<file path="config.mk">
export PLATFORM = sky130hd
export DESIGN_NAME = gametank_pad_port
export DESIGN_NICKNAME = d
export VERILOG_FILES = /design/src/rtl/gametank_pad_pkg.sv /design/src/rtl/gametank_pad_phase.sv /design/src/rtl/gametank_pad_port.sv
export SDC_FILE = /design/constraint.sdc
export NUM_CORES = 1
export LEC_CHECK = 0
export BUFFER_PORTS_ARGS = -buffer_cell sky130_fd_sc_hd__buf_2
export CAP_MARGIN = 10
export CORE_MARGIN = 1.5
export CORE_UTILIZATION = 54
export CTS_BUF_LIST = sky130_fd_sc_hd__clkbuf_2
export DETAILED_ROUTE_END_ITERATION = 10
export PLACE_DENSITY_LB_ADDON = 0.1
export SYNTH_ARGS = -nofsm -noshare
export SYNTH_HDL_FRONTEND = slang
export SYNTH_HIERARCHICAL = 1
export SYNTH_SLANG_ARGS = --single-unit
</file>
<file path="constraint.sdc">
create_clock -name clk -period 2.47 [get_ports clk]
set_clock_uncertainty 0.2 [all_clocks]
set_input_delay 0.494 -clock clk [delete_from_list [all_inputs] [get_ports clk]]
set_output_delay 0.494 -clock clk [all_outputs]
set_load 0.03 [all_outputs]
</file>
<file path="src/rtl/gametank_pad_pkg.sv">
// Shared constants and byte-format helpers for the GameTank controller port.
// Latency: n/a (package only).
// Backpressure: n/a (package only).
package gametank_pad_pkg;

    // Default register offsets of the two pad ports within the controller page
    localparam logic [3:0] REG_PAD1_DEF = 4'h8;
    localparam logic [3:0] REG_PAD2_DEF = 4'h9;

    // Bit positions inside the 12-bit button word {R L X A RT LT DN UP START SELECT Y B}
    localparam int BTN_B      = 0;
    localparam int BTN_Y      = 1;
    localparam int BTN_SELECT = 2;
    localparam int BTN_START  = 3;
    localparam int BTN_UP     = 4;
    localparam int BTN_DN     = 5;
    localparam int BTN_LT     = 6;
    localparam int BTN_RT     = 7;
    localparam int BTN_A      = 8;
    localparam int BTN_X      = 9;
    localparam int BTN_L      = 10;
    localparam int BTN_R      = 11;

    // Value the bus sees when nothing is pressed or no pad is attached
    localparam logic [7:0] DOUT_IDLE = 8'hFF;

    // First byte of a two-byte pad read: d-pad, face B/Y, select/start (active-low)
    function automatic logic [7:0] phase0_byte(input logic [11:0] b);
        return ~{b[BTN_UP], b[BTN_DN], b[BTN_LT], b[BTN_RT],
                 b[BTN_B],  b[BTN_Y],  b[BTN_SELECT], b[BTN_START]};
    endfunction

    // Second byte: A/X/shoulders in the high nibble, low nibble reads all ones
    function automatic logic [7:0] phase1_byte(input logic [11:0] b);
        return ~{b[BTN_A], b[BTN_X], b[BTN_L], b[BTN_R], 4'b0000};
    endfunction

endpackage

</file>
<file path="src/rtl/gametank_pad_phase.sv">
// One pad port: phase bit, button snapshot and phase-0/phase-1 byte mux.
// Latency: byte_o is combinational from sel/snapshot/buttons; state updates on the read edge.
// Backpressure: none; every read pulse is consumed in the cycle it arrives.
module gametank_pad_phase
    import gametank_pad_pkg::*;
(
    input  logic        clk,
    input  logic        resetn,
    input  logic [11:0] btn_i,
    input  logic        rd_self_i,
    input  logic        rd_other_i,
    output logic [7:0]  byte_o
);

    logic        sel_q;
    logic [11:0] snap_q;

    // Phase 0 reads the same (registered) buttons that get snapshotted, so the
    // two bytes of one pad read always describe a single instant.
    always_comb begin
        byte_o = sel_q ? phase1_byte(snap_q) : phase0_byte(btn_i);
    end

    // Own read toggles the phase (capturing on phase 0); a read of the other port resyncs us to phase 0
    always_ff @(posedge clk or negedge resetn) begin
        if (!resetn) begin
            sel_q  <= 1'b0;
            snap_q <= 12'h000;
        end else if (rd_self_i) begin
            sel_q <= ~sel_q;
            if (!sel_q) begin
                snap_q <= btn_i;
            end
        end else if (rd_other_i) begin
            sel_q <= 1'b0;
        end
    end

endmodule

</file>
<file path="src/rtl/gametank_pad_port.sv">
// GameTank two-port controller register: strobe edge detect, address decode, dout.
// Latency: inputs registered once; dout loads one cycle after the read-strobe rising edge.
// Backpressure: none; a held strobe yields a single read, extra cycles are ignored.
module gametank_pad_port
    import gametank_pad_pkg::*;
#(
    parameter logic [3:0] REG_PAD1 = REG_PAD1_DEF,
    parameter logic [3:0] REG_PAD2 = REG_PAD2_DEF
) (
    input  logic        clk,
    input  logic        resetn,
    input  logic        cs,
    input  logic        rd,
    input  logic [3:0]  addr,
    input  logic [11:0] pad1_buttons,
    input  logic [11:0] pad2_buttons,
    input  logic        pad1_present,
    input  logic        pad2_present,
    output logic [7:0]  dout
);

    logic [11:0] pad1_btn_q;
    logic [11:0] pad2_btn_q;
    logic        pad1_prs_q;
    logic        pad2_prs_q;
    logic        strb_q;
    logic [7:0]  dout_q;

    logic        strb;
    logic        rd_evt;
    logic        hit1;
    logic        hit2;
    logic [7:0]  byte1;
    logic [7:0]  byte2;
    logic [7:0]  dout_d;

    // Single input stage: pad pins are asynchronous to the CPU bus
    always_ff @(posedge clk or negedge resetn) begin
        if (!resetn) begin
            pad1_btn_q <= 12'h000;
            pad2_btn_q <= 12'h000;
            pad1_prs_q <= 1'b0;
            pad2_prs_q <= 1'b0;
        end else begin
            pad1_btn_q <= pad1_buttons;
            pad2_btn_q <= pad2_buttons;
            pad1_prs_q <= pad1_present;
            pad2_prs_q <= pad2_present;
        end
    end

    // Strobe history resets high so a strobe already asserted at reset release is not a read
    always_ff @(posedge clk or negedge resetn) begin
        if (!resetn) begin
            strb_q <= 1'b1;
        end else begin
            strb_q <= strb;
        end
    end

    // Rising edge of the qualified strobe, decoded against the two pad offsets
    always_comb begin
        strb   = cs & rd;
        rd_evt = strb & ~strb_q;
        hit1   = rd_evt && (addr == REG_PAD1);
        hit2   = rd_evt && (addr == REG_PAD2);
    end

    gametank_pad_phase u_pad1 (
        .clk        (clk),
        .resetn     (resetn),
        .btn_i      (pad1_btn_q),
        .rd_self_i  (hit1),
        .rd_other_i (hit2),
        .byte_o     (byte1)
    );

    gametank_pad_phase u_pad2 (
        .clk        (clk),
        .resetn     (resetn),
        .btn_i      (pad2_btn_q),
        .rd_self_i  (hit2),
        .rd_other_i (hit1),
        .byte_o     (byte2)
    );

    // Next read data: an absent pad reads idle, other offsets leave dout untouched
    always_comb begin
        dout_d = dout_q;
        if (hit1) begin
            dout_d = pad1_prs_q ? byte1 : DOUT_IDLE;
        end else if (hit2) begin
            dout_d = pad2_prs_q ? byte2 : DOUT_IDLE;
        end
    end

    // Read data register, held between read events
    always_ff @(posedge clk or negedge resetn) begin
        if (!resetn) begin
            dout_q <= DOUT_IDLE;
        end else begin
            dout_q <= dout_d;
        end
    end

    assign dout = dout_q;

endmodule

</file>
==> metrics.txt, run 1 <==
Mapped Avg Cell Area=15.1 µm²; Syn. warnings=6; Die Width=58.5 µm; Synth Area in Compound Gates=0.0392; vias in the first global route=1155; port bufs=41; Hold Path Class=in -> reg; largest net degree at the start of global routing=46; delay-heaviest family, CP=flip-flops; CP endpoint kind=primary output; most common cell after layout, fill and taps aside=buf_2; via count=1095; hold path start=rd; PostCTS Resize Cnt=0; outcome=completed; setup bufs post-CTS=0; initial antenna violation count=0; final WL=3.08 mm; largest family of logic cells by synthesized area=multiplexers; post-synthesis cell count=110; share of layout cells above drive strength 1=0.388; Pwr per Cell Area=699 nW/µm²; clk sink count=45; Filler Cells Inserted=181; net count after synthesis=144; Clock transition at path regs=210 ps; Fin. Hold Viols=0; Min Hold Slack=183 ps; reg2reg start=strb_q$_DFF_PN1_; Initial DRC Count=27; synthesized flop and latch total=45; CP required=~1800 ps; CP startpoint kind=flip-flop; Via density=~5; # diodes=0; ordered cell list for the critical path=buf_2; post-synth top area cell=dfrtp_1; Leak=1.14 nW; number of CTS-inserted buffers=5; Adder-Cell Fraction of Synth Area=0; CP max stage delay=580 ps; Least-Margin Pin Slew=approximately 930 ps; Crit Path Max Fanout=2; DRC=0; Slew Viols, Final=0; post-route clock period utilization=0.762; Fmax=531 MHz; grt ovf=0; die area=3420 µm²; Simple-Gate Fraction of Synth Area=0.0889; Synth area leaders=dfrtp_1 (54%), dfstp_2 (14%), mux2i_1 (9.6%); CTS tree=done; Max Cap Viol=0; CP max stage cell=dfstp_2; I/O pins=42; CP arrival=1190 ps; most frequent cells in the layout=buf_2 (41), dfrtp_1 (36), dlygate4sd3_1 (27); die height=58.5 µm; initial core utilization=0.587; top-area cell type share of the netlist area=0.543; Area growth syn-to-layout=33.6%; xor-xnor portion of the synthesized cell area=0; Clock Latency Late Sink=430 ps; crit path time final=1880 ps; worst setup path startpoint=dout[2]$_DFFE_PN1P_; Mapped Area=1660 µm²; GP Congestion=approximately 0.68; Rows=19; HPWL after DPL=about 1.9 mm; GRT Util Overall=0.211; multiplexer share of the synthesized area=0.151; clk buf depth=2; CTS hold repair buffers=27; Avg WL per Cell=between 10 and 15 µm; H-Tree Depth=2; critical path type=reg -> out; Core Box Area=2830 µm²; final layout net count=216; CP bufs+invs=1; RSZ-0062 raised after global routing=no; Synth cell types=17; post-synthesis sequential area ratio=0.685; 1st-pass router iterations=4; endpoints failing setup=0; total power=1.55 mW; remaining antenna violation count after routing=0; Slew headroom=0.381; first-pass GRT wire length=5.06 mm; maximum vdd drop=0.488 mV; clock root buffer=clkbuf_2; Fin Setup TNS=0 ps
## final timing paths
kind | endpoint | slack (ps) | cells past startpoint
max | dout[2] | 590 | 1
min | strb_q$_DFF_PN1_ | 180 | 2
max reg2reg | u_pad1/snap_q[8]$_DFFE_PN0P_ | 650 | 5
min reg2reg | dout[1]$_DFFE_PN1P_ | 280 | 2
max in group asynchronous | pad1_btn_q[0]$_DFF_PN0_ | 990 | 2
min in group asynchronous | u_pad1/sel_q$_DFFE_PN0P_ | 510 | 2
## synthesized netlist by cell type (all sizes together)
library cell  instances
nor2                  3
nand2                 2
buf                   2
clkbuf                2
dfrtp                36
a21o                  2
dfstp                 9
and3                  1
inv                   8
and2                  1
mux2i                16
mux2                  8
nor2b                 2
nor4b                 1
nand2b                9
o22ai                 8
## flip-flops by register name, summed over array words and instances, names as in the netlist
register / flops
u_pad1/snap_q: 4
strb_q: 1
u_pad1/sel_q: 1
pad2_prs_q: 1
pad2_btn_q: 12
dout: 8
u_pad2/sel_q: 1
pad1_btn_q: 12
u_pad2/snap_q: 4
pad1_prs_q: 1
## per-stage QoR
stage / worst slack [ps] / instance area, µm² / std cells / utilization
3_3_place_gp: 380 / 1880 / 179 / 0.665
3_5_place_dp: 335 / 1880 / 179 / 0.665
4_1_cts: 568 / 2220 / 214 / 0.784
2_1_floorplan: 484 / 1660 / 110 / -
6_report: 587 / 2220 / 214 / 0.784
5_1_grt: 517 / 2220 / 214 / 0.784
## per-layer routing
| metal | track usage | share of wire | vias up |
|---|---|---|---|
| li1 | - | - | 509 |
| met1 | 0.239 | 0.39 | 546 |
| met2 | 0.361 | 0.54 | 33 |
| met3 | 0.0813 | 0.051 | 7 |
| met4 | 0.0797 | 0.019 | 0 |
| met5 | 0 | 0 | - |
## layout make-up
cell class              instances  area (µm²)  area share
clock buffers                   5        25.0      0.0113
flip-flops and latches         45        1140       0.513
repair buffers                 69         483       0.218
multi-input cells              53         463       0.209
well taps                      31        38.8      0.0175
inverters                       8        30.0      0.0135
clock inverters                 3        41.3      0.0186
## cell families (layout without fill, tap and decap cells)
kind of cell / Yosys count / in the layout
buffers and inverters: 12 / 85
AND/OR/NAND/NOR: 19 / 19
AO/OA/AOI/OAI: 10 / 10
flip-flops: 45 / 45
multiplexers: 24 / 24
## where the power goes
part	internal [mW]	leakage (nW)	switching (mW)	total [mW]
clock	0.167	0.0366	0.232	0.400
sequential	0.827	0.528	0.0605	0.888
combinational	0.137	0.577	0.125	0.263
Note: power is estimated with default switching activity, not from simulation.
==> run 2, diff against run 1 <==
--- a/config.mk
+++ b/config.mk
@@ -8,7 +8,7 @@
 export BUFFER_PORTS_ARGS = -buffer_cell sky130_fd_sc_hd__buf_2
 export CAP_MARGIN = 10
 export CORE_MARGIN = 1.5
-export CORE_UTILIZATION = 54
+export CORE_UTILIZATION = 49
 export CTS_BUF_LIST = sky130_fd_sc_hd__clkbuf_2
 export DETAILED_ROUTE_END_ITERATION = 10
 export PLACE_DENSITY_LB_ADDON = 0.1
==> constraint.sdc (replaced) <==
create_clock -name clk -period 1.68 [get_ports clk]
set_clock_uncertainty 0.2 [all_clocks]
set_input_delay 0.336 -clock clk [delete_from_list [all_inputs] [get_ports clk]]
set_output_delay 0.336 -clock clk [all_outputs]
set_load 0.03 [all_outputs]
==> run 2 against run 1 <==
  * The run now ends with setup timing left
  * Via count shrank 1.2%
  * Combinational power grew 70%
  * Cell count grew 8.4%
  * Critical path type is now reg -> reg
  * Largest cell class unchanged
  * Largest power group unchanged
==> metrics.txt, run 2 (same netlist as run 1, synthesis figures left out) <==
port bufs=41 (unchanged); most frequent cells in the layout=dfrtp_1 (36), buf_2 (33), dlygate4sd3_1 (28) (was buf_2 (41), dfrtp_1 (36), dlygate4sd3_1 (27)); # placed instances=195 (was 179); GP Congestion=0.691 (was 0.675); Slew Viols, Final=0 (unchanged); Clock Latency Late Sink=420 ps (was 430 ps); clk sink count=45 (unchanged); Area growth syn-to-layout=42.7% (was 33.6%); I/O pins=42 (unchanged); number of CTS-inserted buffers=5 (unchanged); H-Tree Depth=2 (unchanged); die height=61.2 µm (was 58.5 µm); Crit Path Max Fanout=5 (was 2); Min Hold Slack=175 ps (was 183 ps); share of layout cells above drive strength 1=0.410 (was 0.388); RSZ-0062 raised after global routing=yes (was no); outcome=finished with violations (was completed); min setup slack post-route=-97.6 ps (was 587 ps); final WL=3.11 mm (was 3.08 mm); most common cell after layout, fill and taps aside=dfrtp_1 (was buf_2); remaining antenna violation count after routing=0 (unchanged); Post-Route Utilization=0.758 (was 0.784); clk buf depth=2 (unchanged); largest net degree at the start of global routing=46 (unchanged); Pwr per Cell Area=996 nW/µm² (was 699 nW/µm²); grt ovf=0 (unchanged); CP startpoint kind=flip-flop (unchanged); Fin Setup TNS=-545 ps (was 0 ps); # diodes=0 (unchanged); CTS tree=done (unchanged); die area=3750 µm² (was 3420 µm²); clock root buffer=clkbuf_2 (unchanged); initial antenna violation count=0 (unchanged); DRC=0 (unchanged); CP required=1820 ps (was 1780 ps); violated checks=setup timing; CP arrival=1920 ps (was 1190 ps); initial core utilization=0.531 (was 0.587); CP endpoint kind=flip-flop (was primary output); 1st-pass router iterations=4 (unchanged); GRT Util Overall=0.203 (was 0.211); Rows=20 (was 19); Filler Cells Inserted=219 (was 181); HPWL after DPL=1.96 mm (was 1.90 mm); post-route clock period utilization=1.06; Die Width=61.2 µm (was 58.5 µm); via count=1082 (was 1095); endpoints failing setup=9 (was 0); Max Cap Viol=0 (unchanged); Least-Margin Pin Slew=466 ps (was 928 ps); Core Box Area=3130 µm² (was 2830 µm²); maximum vdd drop=0.730 mV (was 0.488 mV); Leak=1.21 nW (was 1.14 nW); first-pass GRT wire length=5.24 mm (was 5.06 mm); Fin. Hold Viols=0 (unchanged); final layout net count=221 (was 216); Avg WL per Cell=13.4 µm (was 14.4 µm); crit path time final=1780 ps; Clock transition at path regs=220 ps (was 210 ps); vias in the first global route=1207 (was 1155); Place WS=-251 ps (was 335 ps); Slew headroom=0.690 (was 0.381); final cell count without fillers=232 (was 214); critical path type=reg -> reg (was reg -> out); Initial DRC Count=13 (was 27); Via density=4.66 (was 5.12); Fmax=563 MHz; Hold Path Class=in -> async (was in -> reg)
## run 2: cell type report
class / instances / area (µm²) / area share
Timing Repair Buffer: 74 / 586 / 0.247
Tap cell: 44 / 55.1 / 0.0232
Sequential cell: 45 / 1140 / 0.480
Clock buffer: 6 / 30.0 / 0.0127
Clock inverter: 2 / 38.8 / 0.0164
Inverter: 8 / 30.0 / 0.0127
Multi-Input combinational cell: 53 / 493 / 0.208
## run 2: worst max-delay path, stage by stage (launching register included)
cell	delay (ps)
dfstp_2	420
nor4b_4	280
and3_4	240
nor2b_4	210
mux2_2	360
## run 2: repair_timing
action / in CTS / in global routing
endpoints found under the setup margin: 16 / 16
hold buffers: 28 / 0
hold endpoints to repair: 72 / 0
gates resized for setup: 20 / 2
setup buffers: 1 / 0
## run 2: path summary, 6_finish.rpt
path | startpoint | end | slack, ps | cells after the start
min in group clk | addr[1] | dout[5]$_DFFE_PN1P_ | 190 | 5
max in group asynchronous | resetn | dout[2]$_DFFE_PN1P_ | 810 | 3
worst min-delay path | resetn | pad1_btn_q[9]$_DFF_PN0_ | 180 | 3
worst max-delay path | strb_q$_DFF_PN1_ | u_pad2/snap_q[9]$_DFFE_PN0P_ | -100 | 4
worst max register to register | strb_q$_DFF_PN1_ | u_pad2/snap_q[9]$_DFFE_PN0P_ | -100 | 4
worst min register to register | dout[5]$_DFFE_PN1P_ | dout[5]$_DFFE_PN1P_ | 300 | 2
## run 2: layer usage
| layer | vias to the layer above | GRT usage | share of wire |
|---|---|---|---|
| met2 | 32 | 0.353 | 0.52 |
| met1 | 524 | 0.224 | 0.42 |
| met4 | 0 | 0.0932 | 0.017 |
| li1 | 519 | - | - |
| met3 | 7 | 0.0714 | 0.052 |
| met5 | - | 0 | 0 |
## run 2: power by group
part           leakage [nW]  internal, mW  total, mW  switching (mW)
sequential            0.528          1.22       1.32          0.0980
combinational         0.642         0.259      0.447           0.188
clock                0.0432         0.261      0.599           0.338
total                  1.21          1.74       2.36           0.623
## run 2: through the flow
step                total power [mW]  instance area (µm²)
finish                          2.36                 2370
global placement                1.66                 1940
global route                    2.48                 2370
floorplan                       1.55                 1670
detailed placement              1.67                 1940
CTS                             2.39                 2360
==> run 3, diff against run 2 <==
--- a/config.mk
+++ b/config.mk
@@ -7,6 +7,7 @@
 export LEC_CHECK = 0
 export BUFFER_PORTS_ARGS = -buffer_cell sky130_fd_sc_hd__buf_2
 export CAP_MARGIN = 10
+export CORE_ASPECT_RATIO = 1.75
 export CORE_MARGIN = 1.5
 export CORE_UTILIZATION = 49
 export CTS_BUF_LIST = sky130_fd_sc_hd__clkbuf_2
==> run 3 against run 2 <==
  * The flow still finishes with violations (setup timing)
  * Die area rose by 0.36%
  * Via count up 4.1%
  * Routed wire length rose by 4.1%
  * Register-to-register slack got worse by 50 ps
  * Maximum frequency is 2.6% lower
  * Clock power decreased by 32%
  * First-iteration DRC count is 7.7% lower
  * Cell count rose by 1.7%
  * Critical endpoint unchanged
  * Largest power group unchanged
==> metrics.txt, run 3 (same netlist as run 1, synthesis figures left out) <==
Fmax=548 MHz (was 563 MHz); clk buf depth=2 (unchanged); Hold Path Class=in -> async (unchanged); Max Cap Viol=0 (unchanged); initial antenna violation count=0 (unchanged); via count=1126 (was 1082); Least-Margin Pin Slew=479 ps (was 466 ps); Via density=4.77 (was 4.66); Final Cell Area=2370 µm² (about the same); most common cell after layout, fill and taps aside=dfrtp_1 (unchanged); maximum vdd drop=0.812 mV (was 0.730 mV); grt ovf=0 (unchanged); DP Area=1940 µm² (about the same); outcome=finished with violations (unchanged); total power=2.18 mW (was 2.36 mW); violated checks=setup timing (unchanged); final layout net count=226 (was 221); die area=3760 µm² (was 3750 µm²); ordered cell list for the critical path=nor4b_4 -> and3_4 -> nor2b_4 -> mux2_2 (unchanged); Crit Path Max Fanout=5 (unchanged); Worst Setup EP=u_pad2/snap_q[9]$_DFFE_PN0P_ (unchanged); Area growth syn-to-layout=42.9% (was 42.7%); Core Box Area=3180 µm² (was 3130 µm²); CP max stage cell=dfstp_2 (unchanged); CP arrival=1890 ps (was 1920 ps); I/O pins=42 (unchanged); Pwr per Cell Area=920 nW/µm² (was 996 nW/µm²); Initial DRC Count=12 (was 13); CTS tree=done (unchanged); Die Width=47 µm (was 61.2 µm); remaining antenna violation count after routing=0 (unchanged); first-pass GRT wire length=5.02 mm (was 5.24 mm); Clock transition at path regs=210 ps (was 220 ps); CP startpoint kind=flip-flop (unchanged); endpoints failing setup=8 (was 9); CP bufs+invs=0 (unchanged); critical path type=reg -> reg (unchanged); die height=80.0 µm (was 61.2 µm); RSZ-0062 raised after global routing=yes (unchanged); CP endpoint kind=flip-flop (unchanged); final WL=3.24 mm (was 3.11 mm); Rows=27 (was 20); post-route clock period utilization=1.09 (was 1.06); clk sink count=45 (unchanged); Leak=1.23 nW (was 1.21 nW); most frequent cells in the layout=dfrtp_1 (36), buf_2 (33), dlygate4sd3_1 (28) (unchanged); clock root buffer=clkbuf_2 (unchanged); largest net degree at the start of global routing=30 (was 46); Place WS=-239 ps (was -251 ps); reg2reg setup slack=-140 ps (was -100 ps); port bufs=41 (unchanged); Fin Setup TNS=-679 ps (was -545 ps); min setup slack post-route=-144 ps (was -97.6 ps); vias in the first global route=1170 (was 1207); Reg2Reg Capture Point=u_pad2/snap_q[9]$_DFFE_PN0P_ (unchanged); 1st-pass router iterations=4 (unchanged); reg2reg start=strb_q$_DFF_PN1_ (unchanged); delay-heaviest family, CP=simple AND/OR/NAND/NOR gates (unchanged); DRC=0 (unchanged); worst setup path startpoint=strb_q$_DFF_PN1_ (unchanged); Reg2Reg Depth=4 (unchanged); Slew Viols, Final=0 (unchanged); number of CTS-inserted buffers=5 (unchanged); HPWL after DPL=2.05 mm (was 1.96 mm); CP max stage delay=420 ps (about the same); Clock Latency Late Sink=390 ps (was 420 ps); initial core utilization=0.523 (was 0.531); Slew headroom=0.680 (was 0.690); Levels on crit path=4 (unchanged); H-Tree Depth=2 (unchanged); Avg WL per Cell=13.7 µm (was 13.4 µm); CP required=1740 ps (was 1820 ps); Fin. Hold Viols=0 (unchanged); share of layout cells above drive strength 1=0.420 (was 0.410); Filler Cells Inserted=231 (was 219); GRT Util Overall=0.193 (was 0.203); GP Congestion=0.742 (was 0.691); # diodes=0 (unchanged); crit path time final=1820 ps (was 1780 ps)
run 3: cell count changes in the layout (fill, tap and decap cells not counted), sizes merged:
cell    previous run  this run
clkbuf             6         7
bufinv             1         0
buf               46        51
run 3: final cells by class:
class	instances	area [µm²]	area share
Tap cell	43	53.8	0.0227
Sequential cell	45	1140	0.479
Inverter	8	30.0	0.0127
Multi-Input combinational cell	53	489	0.206
Clock inverter	1	3.75	0.00158
Clock buffer	7	35.0	0.0148
Timing Repair Buffer	79	623	0.263
run 3: worst min path at each step:
| stage | end | slack (ps) | start | depth (start not counted) |
|---|---|---|---|---|
| floorplan | pad1_btn_q[0]$_DFF_PN0_ | -160 | resetn | 0 |
| global placement | pad1_btn_q[1]$_DFF_PN0_ | 70 | resetn | 1 |
| detailed placement | pad1_btn_q[1]$_DFF_PN0_ | 80 | resetn | 1 |
| CTS | strb_q$_DFF_PN1_ | 8 | rd | 2 |
| global route | pad1_btn_q[1]$_DFF_PN0_ | 180 | resetn | 2 |
| finish | pad1_btn_q[1]$_DFF_PN0_ | 200 | resetn | 2 |
run 3: through the flow:
stage	instances	util	hold slack [ps]
after detailed placement	194	0.611	80.5
after global placement	194	0.611	71.9
after floorplan	110	-	-160
after global routing	236	0.747	179
final	236	0.747	196
after CTS	231	0.721	8.43
run 3: timing repair:
item / in CTS / in global routing
pin swaps: 0 / 0
setup endpoints to repair: 14 / 16
hold endpoints to repair: 65 / 1
setup buffers: 2 / 4
hold buffers: 27 / 1
resized for setup: 9 / 14
run 3: worst reg2reg max path, cell delays in order (launching register included):
cell     delay, ps
dfstp_2        420
nor4b_4        270
and3_4         230
nor2b_4        220
mux2_2         360
run 3: where the power goes:
part	internal [mW]	total, mW	switching [mW]
registers	1.22	1.32	0.101
clock network	0.112	0.408	0.296
logic	0.262	0.457	0.195
total	1.59	2.18	0.591
run 3: per-layer routing:
metal,part of all wire,vias up,track usage
met5,0,-,0
met4,0.019,0,0.0806
met3,0.033,6,0.0475
met2,0.58,32,0.333
met1,0.37,556,0.213
li1,-,532,-
